File: src/rtl/commit_sequencer_pkg.sv
`default_nettype none
// ============================================================================
//  Module   : commit_sequencer_pkg
//  Brief    : Shared constants and types for the in-order commit sequencer.
//  Revision : 1.0  initial release
// ============================================================================
package commit_sequencer_pkg;

    typedef enum logic [1:0] {
        CS_IDLE       = 2'd0,
        CS_WAIT_STORE = 2'd1,
        CS_FLUSH      = 2'd2
    } cs_state_e;

    localparam int ROB_POS_W = 4;

    typedef logic [4:0]           REG_POS_TYPE;
    typedef logic [ROB_POS_W-1:0] ROB_POS_TYPE;

    localparam logic [31:0] ZERO_WORD = 32'h0000_0000;
    localparam ROB_POS_TYPE ZERO_ROB  = '0;
    localparam REG_POS_TYPE ZERO_REG  = 5'd0;

endpackage : commit_sequencer_pkg
`default_nettype wire

File: src/rtl/commit_sequencer.sv
`default_nettype none
// ============================================================================
//  Module   : commit_sequencer
//  Brief    : In-order retirement controller: ROB head -> regfile commit port,
//             store release to LSB, mispredict flush and fetch redirect.
//             Optional macro CXK_INSTRET_EN adds a 64-bit retired-entry counter.
//  Revision : 1.0  initial release
// ============================================================================
module commit_sequencer
    import commit_sequencer_pkg::*;
#(
    parameter int ROB_W        = ROB_POS_W,
    parameter int FLUSH_CYCLES = 2
) (
    input  logic             clk,
    input  logic             rst,
    input  logic             rdy,
    input  logic             in_rob_valid,
    output logic             out_rob_ready,
    input  logic [ROB_W-1:0] in_rob_tag,
    input  logic [4:0]       in_rob_dest_reg,
    input  logic [31:0]      in_rob_value,
    input  logic             in_rob_is_store,
    input  logic             in_rob_mispredict,
    input  logic [31:0]      in_rob_target_pc,
    output logic [4:0]       out_commit_reg,
    output logic [ROB_W-1:0] out_commit_rob,
    output logic [31:0]      out_commit_value,
    output logic             out_xbp,
    output logic             out_redirect_valid,
    output logic [31:0]      out_redirect_pc,
    output logic             out_store_commit,
`ifdef CXK_INSTRET_EN
    output logic [63:0]      out_instret,
`endif
    input  logic             in_lsb_store_done
);

    localparam int              c_cnt_w      = (FLUSH_CYCLES > 1) ? $clog2(FLUSH_CYCLES) : 1;
    localparam logic [c_cnt_w-1:0] c_flush_load = c_cnt_w'(FLUSH_CYCLES - 1);
    localparam logic [c_cnt_w-1:0] c_cnt_one    = c_cnt_w'(1);

    cs_state_e          r_state, w_state_nxt;
    logic [c_cnt_w-1:0] r_cnt, w_cnt_nxt;
    REG_POS_TYPE        r_commit_reg, w_commit_reg_nxt;
    logic [ROB_W-1:0]   r_commit_rob, w_commit_rob_nxt;
    logic [31:0]        r_commit_value, w_commit_value_nxt;
    logic               r_xbp, w_xbp_nxt;
    logic               r_redir_valid, w_redir_valid_nxt;
    logic [31:0]        r_redir_pc, w_redir_pc_nxt;
    logic               r_store_commit, w_store_commit_nxt;
    logic               w_ready;
    logic               w_pop;

    assign w_ready = (r_state == CS_IDLE) && rdy && !rst;
    assign w_pop   = in_rob_valid && w_ready;

    always_comb begin
        w_state_nxt        = r_state;
        w_cnt_nxt          = r_cnt;
        w_commit_reg_nxt   = ZERO_REG;
        w_commit_rob_nxt   = r_commit_rob;
        w_commit_value_nxt = r_commit_value;
        w_xbp_nxt          = 1'b0;
        w_redir_valid_nxt  = 1'b0;
        w_redir_pc_nxt     = r_redir_pc;
        w_store_commit_nxt = 1'b0;
        case (r_state)
            CS_IDLE: begin
                if (w_pop) begin
                    if (in_rob_is_store) begin
                        w_store_commit_nxt = 1'b1;
                        w_state_nxt        = CS_WAIT_STORE;
                    end else begin
                        // A mispredicted JAL/JALR still writes its link register.
                        w_commit_reg_nxt   = in_rob_dest_reg;
                        w_commit_rob_nxt   = in_rob_tag;
                        w_commit_value_nxt = in_rob_value;
                        if (in_rob_mispredict) begin
                            w_xbp_nxt         = 1'b1;
                            w_redir_valid_nxt = 1'b1;
                            w_redir_pc_nxt    = in_rob_target_pc;
                            w_cnt_nxt         = c_flush_load;
                            if (FLUSH_CYCLES > 1) begin
                                w_state_nxt = CS_FLUSH;
                            end
                        end
                    end
                end
            end
            CS_WAIT_STORE: begin
                if (in_lsb_store_done) begin
                    w_state_nxt = CS_IDLE;
                end
            end
            CS_FLUSH: begin
                w_cnt_nxt = r_cnt - c_cnt_one;
                if (r_cnt <= c_cnt_one) begin
                    w_state_nxt = CS_IDLE;
                end
            end
            default: begin
                w_state_nxt = CS_IDLE;
            end
        endcase
    end

    always_ff @(posedge clk) begin
        if (rst) begin
            r_state        <= CS_IDLE;
            r_cnt          <= '0;
            r_commit_reg   <= ZERO_REG;
            r_commit_rob   <= '0;
            r_commit_value <= ZERO_WORD;
            r_xbp          <= 1'b0;
            r_redir_valid  <= 1'b0;
            r_redir_pc     <= ZERO_WORD;
            r_store_commit <= 1'b0;
        end else if (rdy) begin
            r_state        <= w_state_nxt;
            r_cnt          <= w_cnt_nxt;
            r_commit_reg   <= w_commit_reg_nxt;
            r_commit_rob   <= w_commit_rob_nxt;
            r_commit_value <= w_commit_value_nxt;
            r_xbp          <= w_xbp_nxt;
            r_redir_valid  <= w_redir_valid_nxt;
            r_redir_pc     <= w_redir_pc_nxt;
            r_store_commit <= w_store_commit_nxt;
        end
    end

`ifdef CXK_INSTRET_EN
    logic [63:0] r_instret;

    // w_pop already implies rdy, so the count freezes with the rest of the state.
    always_ff @(posedge clk) begin
        if (rst) begin
            r_instret <= 64'd0;
        end else if (w_pop) begin
            r_instret <= r_instret + 64'd1;
        end
    end

    assign out_instret = r_instret;
`endif

    assign out_rob_ready      = w_ready;
    assign out_commit_reg     = r_commit_reg;
    assign out_commit_rob     = r_commit_rob;
    assign out_commit_value   = r_commit_value;
    assign out_xbp            = r_xbp;
    assign out_redirect_valid = r_redir_valid;
    assign out_redirect_pc    = r_redir_pc;
    assign out_store_commit   = r_store_commit;

endmodule : commit_sequencer
`default_nettype wire
File: config.mk
export PLATFORM = sky130hd
export DESIGN_NAME = commit_sequencer
export DESIGN_NICKNAME = d
export VERILOG_FILES = /design/src/rtl/commit_sequencer_pkg.sv /design/src/rtl/commit_sequencer.sv
export SDC_FILE = /design/constraint.sdc
export NUM_CORES = 1
export LEC_CHECK = 0
export BUFFER_PORTS_ARGS = -buffer_cell sky130_fd_sc_hd__buf_2
export CAP_MARGIN = 10
export CORE_MARGIN = 4
export CORE_UTILIZATION = 48
export DETAILED_ROUTE_END_ITERATION = 10
export GPL_ROUTABILITY_DRIVEN = 0
export HOLD_SLACK_MARGIN = 0.03
export PLACE_DENSITY = 0.88
export SLEW_MARGIN = 25
export SYNTH_ARGS = -nofsm -noshare
export SYNTH_HDL_FRONTEND = slang
export SYNTH_SLANG_ARGS = --single-unit
File: constraint.sdc
create_clock -name clk -period 2.4 [get_ports clk]
set_input_delay 0.24 -clock clk [delete_from_list [all_inputs] [get_ports clk]]
set_output_delay 0.24 -clock clk [all_outputs]
set_load 0.02 [all_outputs]
# Word level (Yosys, flattened, before mapping)
# Cells that the tools add are included.
[classes] add_sub_neg=1 order_cmp=1 n_eq_ne=8 muxes=20 n_bitwise=1 n_reduce_logical=10
[ops] operator="$mux 5" count=3
[ops] operator="$reduce_and 5->1" count=3
[ops] operator="$mux 1" count=10
[ops] operator="$mux 2" count=5
[ops] operator="$ne 2x2->1 const B" count=5
[ops] operator="$pmux 2 s3" count=1
[ops] operator="$reduce_and 4->1" count=1
[ops] operator="$logic_and 1x1->1" count=3
[ops] operator="$ne 3x3->1 const B" count=1
[ops] operator="$eq 2x1->1 const B" count=1
[ops] operator="$eq 2x2->1 const B" count=1
[ops] operator="$logic_not 2->1" count=1
[ops] operator="$pmux 1 s2" count=1
[ops] operator="$reduce_bool 2->1" count=1
[ops] operator="$le 1x1->1 const B" count=1
[ops] operator="$logic_not 1->1" count=1
[ops] operator="$not 1->1" count=1
[ops] operator="$sub 1x1->1 const B" count=1
[word_totals] register_bits=78 inputBits=80 out_inout_bits=77 elab_cells=49

# Depth between registers and ports, before layout
# Gate-level depths: netlist of the first run.
[depth] depth_word=6 depth_mapped=7

# Least setup slack after synthesis of the first run
# Ideal clock, no wire load.
[synth_path] path_type="reg-to-reg" startpoint="register r_state[1]" endpoint="register r_redir_pc[19], in the netlist out_redirect_pc[19]" setup_time_ps=70 t_arrival_ps=1505 t_required_ps=2330 slack_ps=824 stages_incl_launch_ff=8 path_cell_list="dfxtp_1 > or4b_1 > buf_2 > buf_6 > clkinv_4 > buf_6 > nand3_1 > a21oi_1"
[synth_via] elab_chain_len=5
[synth_rtl] item="from (decl)" line="commit_sequencer.sv:43" rtl="cs_state_e r_state, w_state_nxt;"
[synth_rtl] item="from (signal assigned)" line="commit_sequencer.sv:120" rtl="r_state <= w_state_nxt;"
[synth_rtl] item="$logic_not 2->1" line="commit_sequencer.sv:55" rtl="assign w_ready = (r_state == CS_IDLE) && rdy && !rst;"
[synth_rtl] item="$logic_and 1x1->1 (2 in a row)" line="commit_sequencer.sv:55"
[synth_rtl] item="named net out_rob_ready" line="commit_sequencer.sv:19" rtl="output logic out_rob_ready,"
[synth_rtl] item="$logic_and 1x1->1" line="commit_sequencer.sv:56" rtl="assign w_pop = in_rob_valid && w_ready;"
[synth_rtl] item="$reduce_and 5->1 (no source line)"
[synth_rtl] item="to (signal assigned)" line="commit_sequencer.sv:127" rtl="r_redir_pc <= w_redir_pc_nxt;"
[synth_rtl] item="to (decl)" line="commit_sequencer.sv:50" rtl="logic [31:0] r_redir_pc, w_redir_pc_nxt;"
# The timed path passes the listed nets, and every way through them passes these cells.
# A chain may end at the register's enable or synchronous reset.

# Worst setup path after layout of the first run
[layout_path] startpoint="register r_state[1]" endpoint="output port out_rob_ready"
[layout_via] elab_chain_len=3
[layout_rtl] item="$logic_not 2->1" line="commit_sequencer.sv:55"
[layout_rtl] item="$logic_and 1x1->1 (2 in a row)" line="commit_sequencer.sv:55"
[layout_rtl] item="to (decl)" line="commit_sequencer.sv:19"
# Every way passes these cells.

==> metrics.txt, run 1 <==
status finished, final reports clean; number of synthesized flops with an enable pin 0; Buffers on Ports 156; setup_tns 0 ns; drt pass-1 iters 5; fill cell count 524; Synth async-reset ratio 0; number of DRC markers in iteration 0 237; post-CTS sizing 0; die height 86.3 um; Setup Skew 0.00870 ns; DRC errors left 0; vias after detailed routing 3,073; vias in the first global route 2,833; MaxCap Viol Count 0; Seq/Total Area, Yosys 0.524; PwrDens 643 mW/mm^2; Post-DP HPWL 5.69 mm; Mapped Nets 428; Final Non-Filler Cells 564; DR WL/cell 14.7 um; Final ANT Viol Nets 0; Comb pwr share 0.103; area grow syn2layout 30.8%; Final min period 2.18 ns; die width 86.3 um; Congestion Overflow GR 0; die area 0.00745 mm^2; yosys warns 0; critical path class flip-flop to output pin; crit end category output pin; most frequent cell after synthesis dfxtp_1; Rows 28; core area 0.00592 mm^2; switching share of power 0.244; initial antenna violation count 0; nets@finish 564; Final period util 0.910; worst setup path end out_rob_ready; Clock power frac 0.367; Root Buffer Master clkbuf_8; area of the mapped netlist 0.00294 mm^2; global-route usage over all layers 0.216; Worst Tran Pin Value 0.763 ns; CTS Hold Bufs 0; Top FF cell, synth dfxtp_1; Initial Utilization 0.497; ANT cells 0; final hold vios 0; Yosys top cell area share 0.524; Worst setup SP type flip-flop; Area contributors post-synth dfxtp_1, a21oi_1, nand3_1, o21ai_0, clkbuf_1; hold slack 0.129 ns; Max VDD drop 422 uV; Post-Syn Area per Cell 8.46 um^2; r2r endpoint out_commit_rob[3]; unique cell type count in the Yosys netlist 21; CTS tree done; Achievable Freq 0.458 GHz; FF-to-FF Start r_state[1]; Setup-failing EPs final 0; internal power 1870 uW; flops & latches, synth 77; clock slew at reported path FFs 0.08 ns; Setup crit start r_state[1]; setup bufs post-CTS 0; sequential power share 0.529; first-pass GRT wire length 13.0 mm; Skew-Pair Late Insertion Delay 0.33 ns; Hold Crit Class input port to flip-flop; # placed instances 548; R2R cell count 5; Max Buffers Root-to-Sink 2; Crit Path Max Fanout 48; Post-synth top cells dfxtp_1, a21oi_1, nand3_1; drt total wl 8.27 mm; Post-Synthesis Cells 348; Crit path arrival time 1.94 ns; largest net degree at the start of global routing 75; setup slack after layout 0.217 ns; sw power 604 uW; H-tree depth 3; cell taking the most area after synthesis dfxtp_1; vias per cell 5.45; CTS Sinks 77; cts bufs inserted 9; RSZ-0062 raised after global routing no; Leakage Power 0.00169 uW; Worst R2R Setup Slack 0.45 ns; Critical Path RT 2.16 ns; slew margin rel. 0.492; share of cells above drive strength 1 0.368; post-place setup slack 0.457 ns; # IOs 157; Final Max Tran Viols 0
## worst min path at each step
stage | endpoint | start | slack (ns) | cells past startpoint
final | out_commit_reg[4] | in_rob_dest_reg[4] | 0.13 | 2
after global routing | out_commit_reg[0] | in_rob_dest_reg[0] | 0.12 | 2
after CTS | out_commit_reg[4] | in_rob_dest_reg[4] | 0.11 | 2
after detailed placement | out_commit_reg[3] | out_commit_reg[3] | 0.46 | 2
after global placement | out_commit_reg[0] | in_rob_dest_reg[0] | 0.45 | 2
after floorplan | out_commit_reg[0] | in_rob_dest_reg[0] | 0.36 | 1
## power groups by stage
stage / registers (uW) / clock network [uW] / logic, uW
floorplan: 1370 / 0 / 125
finish: 1310 / 909 / 256
detailed placement: 1340 / 0 / 255
global placement: 1340 / 0 / 251
global route: 1310 / 1010 / 278
CTS: 1310 / 939 / 255
## critical path, cell delays in order (launching register included)
cell and delay, ns:
dfxtp_1 0.33, or4b_2 0.73, clkinv_4 0.31, buf_2 0.25
## kinds of logic after synthesis
kind of cell,share of synthesized area
AOI/OAI and AO/OA,0.255
and+or+nand+nor,0.143
DFF,0.524
buffers and inverters,0.0786
## layout by cell type (no fill, tap or decap), types with 2 or more instances in the layout
master    synthesis  layout
a21oi_1          73      73
clkinv_2          0       2
nand2_1           5       5
o21ai_0          61      61
o21ai_1           8       8
buf_4             2       8
clkinv_4          1       2
clkbuf_8          0       9
a32o_1            4       4
dfxtp_1          77      77
buf_2             1     156
clkbuf_1         28       3
nand3_1          69      69
nor2_1            3       3
## cell type report
class / instances / area (um^2) / share of cell area
Inverter: 3 / 16.3 / 0.00422
Multi-Input combinational cell: 229 / 1170 / 0.305
Clock inverter: 4 / 48.8 / 0.0127
Tap cell: 75 / 93.8 / 0.0244
Clock buffer: 12 / 135 / 0.0351
Sequential cell: 77 / 1540 / 0.400
Timing Repair Buffer: 164 / 841 / 0.218
## per-layer routing
metal / track usage / up-vias / part of all wire
li1: - / 1513 / -
met1: 0.261 / 1429 / 0.41
met2: 0.371 / 116 / 0.50
met4: 0.108 / 0 / 0.020
met5: 0 / - / 0
met3: 0.0361 / 15 / 0.068
## stage by stage
step | power, uW | instance area [um^2] | utilization
global route | 2600 | 3850 | 0.650
floorplan | 1490 | 2940 | -
finish | 2480 | 3850 | 0.650
detailed placement | 1590 | 3670 | 0.619
CTS | 2500 | 3850 | 0.650
global placement | 1590 | 3670 | 0.619
Power figures use the tool's default switching activity.
==> run 2: changes to the inputs <==
--- a/config.mk
+++ b/config.mk
@@ -7,12 +7,14 @@
 export LEC_CHECK = 0
 export BUFFER_PORTS_ARGS = -buffer_cell sky130_fd_sc_hd__buf_2
 export CAP_MARGIN = 10
+export CORE_ASPECT_RATIO = 0.7
 export CORE_MARGIN = 4
-export CORE_UTILIZATION = 48
+export CORE_UTILIZATION = 50
+export CTS_BUF_LIST = sky130_fd_sc_hd__clkbuf_4
 export DETAILED_ROUTE_END_ITERATION = 10
 export GPL_ROUTABILITY_DRIVEN = 0
 export HOLD_SLACK_MARGIN = 0.03
-export PLACE_DENSITY = 0.88
+export PLACE_DENSITY = 0.91
 export SLEW_MARGIN = 25
 export SYNTH_ARGS = -nofsm -noshare
 export SYNTH_HDL_FRONTEND = slang
==> run 2 against run 1 <==
  * Core utilization rose by 1.5 points
  * Clock-buffer cell count down 2
  * Routed wire length increased by 3.1%
  * Via count is 2.1% higher
  * Critical path depth unchanged
  * Worst setup slack worse by 0.015 ns
  * Fmax fell by 0.67%
  * Total power down 7.1%
  * Critical endpoint unchanged
  * Largest cell class unchanged
  * Highest routed layer unchanged
==> metrics.txt, run 2 (synthesized netlist as in run 1, its figures left out) <==
Rows 23 (-18%); post-CTS sizing 0 (unchanged); ANT cells 0 (unchanged); met1 wire length 3.48 mm (+1.4%); Crit path arrival time 1.96 ns (+0.02 ns); FF-to-FF Start r_state[1]; post-place setup slack 0.456 ns (-0.00148 ns); vias in the first global route 2,960 (+4.5%); RSZ-0062 raised after global routing no; drt total wl 8.53 mm (+3.1%); cts bufs inserted 9 (unchanged); CP max stage delay 0.73 ns (about the same); commonest non-fill, non-tap cell in the layout buf_2; core area 0.00573 mm^2 (-3.3%); MaxCap Viol Count 0 (unchanged); Top Layer Used met4; setup slack after layout 0.202 ns (-0.0146 ns); share of cells above drive strength 1 0.366 (-0.00204); vias after detailed routing 3,138 (+2.1%); Hold Crit Class input port to flip-flop; die height 72.2 um (-16%); initial antenna violation count 0 (unchanged); Buffers on Ports 156 (unchanged); Initial Utilization 0.514 (+0.0168); CTS Sinks 77 (unchanged); Root Buffer Master clkbuf_4; nets@finish 564 (unchanged); Worst R2R Setup Slack 0.43 ns (-0.02 ns); Leakage Power 0.00166 uW (-1.4%); final hold vios 0 (unchanged); commonest non-fill, non-tap cells in the layout buf_2, dfxtp_1, a21oi_1, nand3_1, o21ai_0; # IOs 157 (unchanged); DR WL/cell 15.1 um (+3.1%); Max Buffers Root-to-Sink 2 (unchanged); slowest cell on the critical path or4b_2; Largest delay share family, worst path simple AND/OR/NAND/NOR gates; H-tree depth 3 (unchanged); Setup Skew 0.0172 ns (+0.00850 ns); die width 99.7 um (+16%); Final min period 2.20 ns (+0.0146 ns); critical path class flip-flop to output pin; CTS tree done; fill cell count 513 (-2.1%); HP Start in_rob_dest_reg[1]; Max VDD drop 346 uV (-18%); metal2 WL 4.12 mm (+0.15%); Post-DP HPWL 5.80 mm (+2.1%); global-route usage over all layers 0.232 (+0.0160); drt pass-1 iters 4 (-1); Crit Path Max Fanout 36 (-25%); setup_tns 0 ns (unchanged); Setup-failing EPs final 0 (unchanged); Seq. cell area 0.00154 mm^2 (unchanged); Skew-Pair Late Insertion Delay 0.39 ns (+0.06 ns); largest net degree at the start of global routing 75 (unchanged); Achievable Freq 0.455 GHz (-0.67%); Final ANT Viol Nets 0 (unchanged); Worst Hold Path EP out_commit_reg[1]; vias per cell 5.56 (+2.1%); Setup crit start r_state[1]; die area 0.00720 mm^2 (-3.4%); Critical Path RT 2.16 ns (about the same); R2R cell count 4 (-1); Worst Tran Pin Value 0.767 ns (+0.00392 ns); crit-path cells or4b_2 > clkinv_4 > buf_2; first-pass GRT wire length 13.6 mm (+4.3%); setup bufs post-CTS 0 (unchanged); CTS Hold Bufs 0 (unchanged); Congestion Overflow GR 0 (unchanged); footprint of the multi-input gates 0.00117 mm^2 (unchanged); Final period util 0.916 (+0.00610); clock slew at reported path FFs 0.11 ns (+0.03 ns); status finished, final reports clean; PwrDens 603 mW/mm^2 (-6.2%); crit end category output pin; Worst Path Buf+Inv 2 (unchanged); worst hold path stage count 2 (unchanged); area grow syn2layout 29.4%; number of DRC markers in iteration 0 205 (-14%); Worst setup SP type flip-flop; Met3 Wirelength 794 um (+42%); slew margin rel. 0.489 (-0.00262); DRC errors left 0 (unchanged); Final Max Tran Viols 0 (unchanged); r2r endpoint out_commit_rob[3]
==> run 2: worst max path at each step <==
stage | end | slack (ns) | cells after the start
2_1_floorplan | out_redirect_pc[19] | 0.82 | 7
3_3_place_gp | out_commit_reg[2] | 0.55 | 4
3_5_place_dp | out_redirect_pc[9] | 0.46 | 4
4_1_cts | out_rob_ready | 0.19 | 3
5_1_grt | out_rob_ready | 0.09 | 3
6_report | out_rob_ready | 0.20 | 3
==> run 2: final cells by class <==
type / instances / share of cell area
clock buffer: 10 / 0.0197
clock inverter: 6 / 0.0141
inverter: 3 / 0.00427
multi-input combinational: 229 / 0.308
sequential: 77 / 0.405
tap: 75 / 0.0246
timing repair buffer: 164 / 0.225
==> run 2: metrics by stage <==
step | util | hold WS [ns] | std cells | area (um^2) | power [uW]
2_1_floorplan | - | 0.362 | 348 | 2940 | 1490
3_3_place_gp | 0.641 | 0.449 | 547 | 3670 | 1590
3_5_place_dp | 0.641 | 0.442 | 547 | 3670 | 1600
4_1_cts | 0.664 | 0.0368 | 563 | 3800 | 2320
5_1_grt | 0.665 | 0.0347 | 564 | 3810 | 2410
6_report | 0.665 | 0.0737 | 564 | 3810 | 2300
==> run 2: power by group <==
part / leakage, uW / switching (uW) / internal, uW
clock network: 0.0000689 / 408 / 318
logic: 0.000973 / 168 / 93.2
registers: 0.000622 / 10.6 / 1300
total: 0.00166 / 587 / 1710
==> run 2: per-layer routing <==
metal  track usage  vias to the layer above
met5             0                        -
met1         0.287                     1470
met2         0.385                      139
li1              -                     1514
met3        0.0788                       15
met4        0.0727                        0
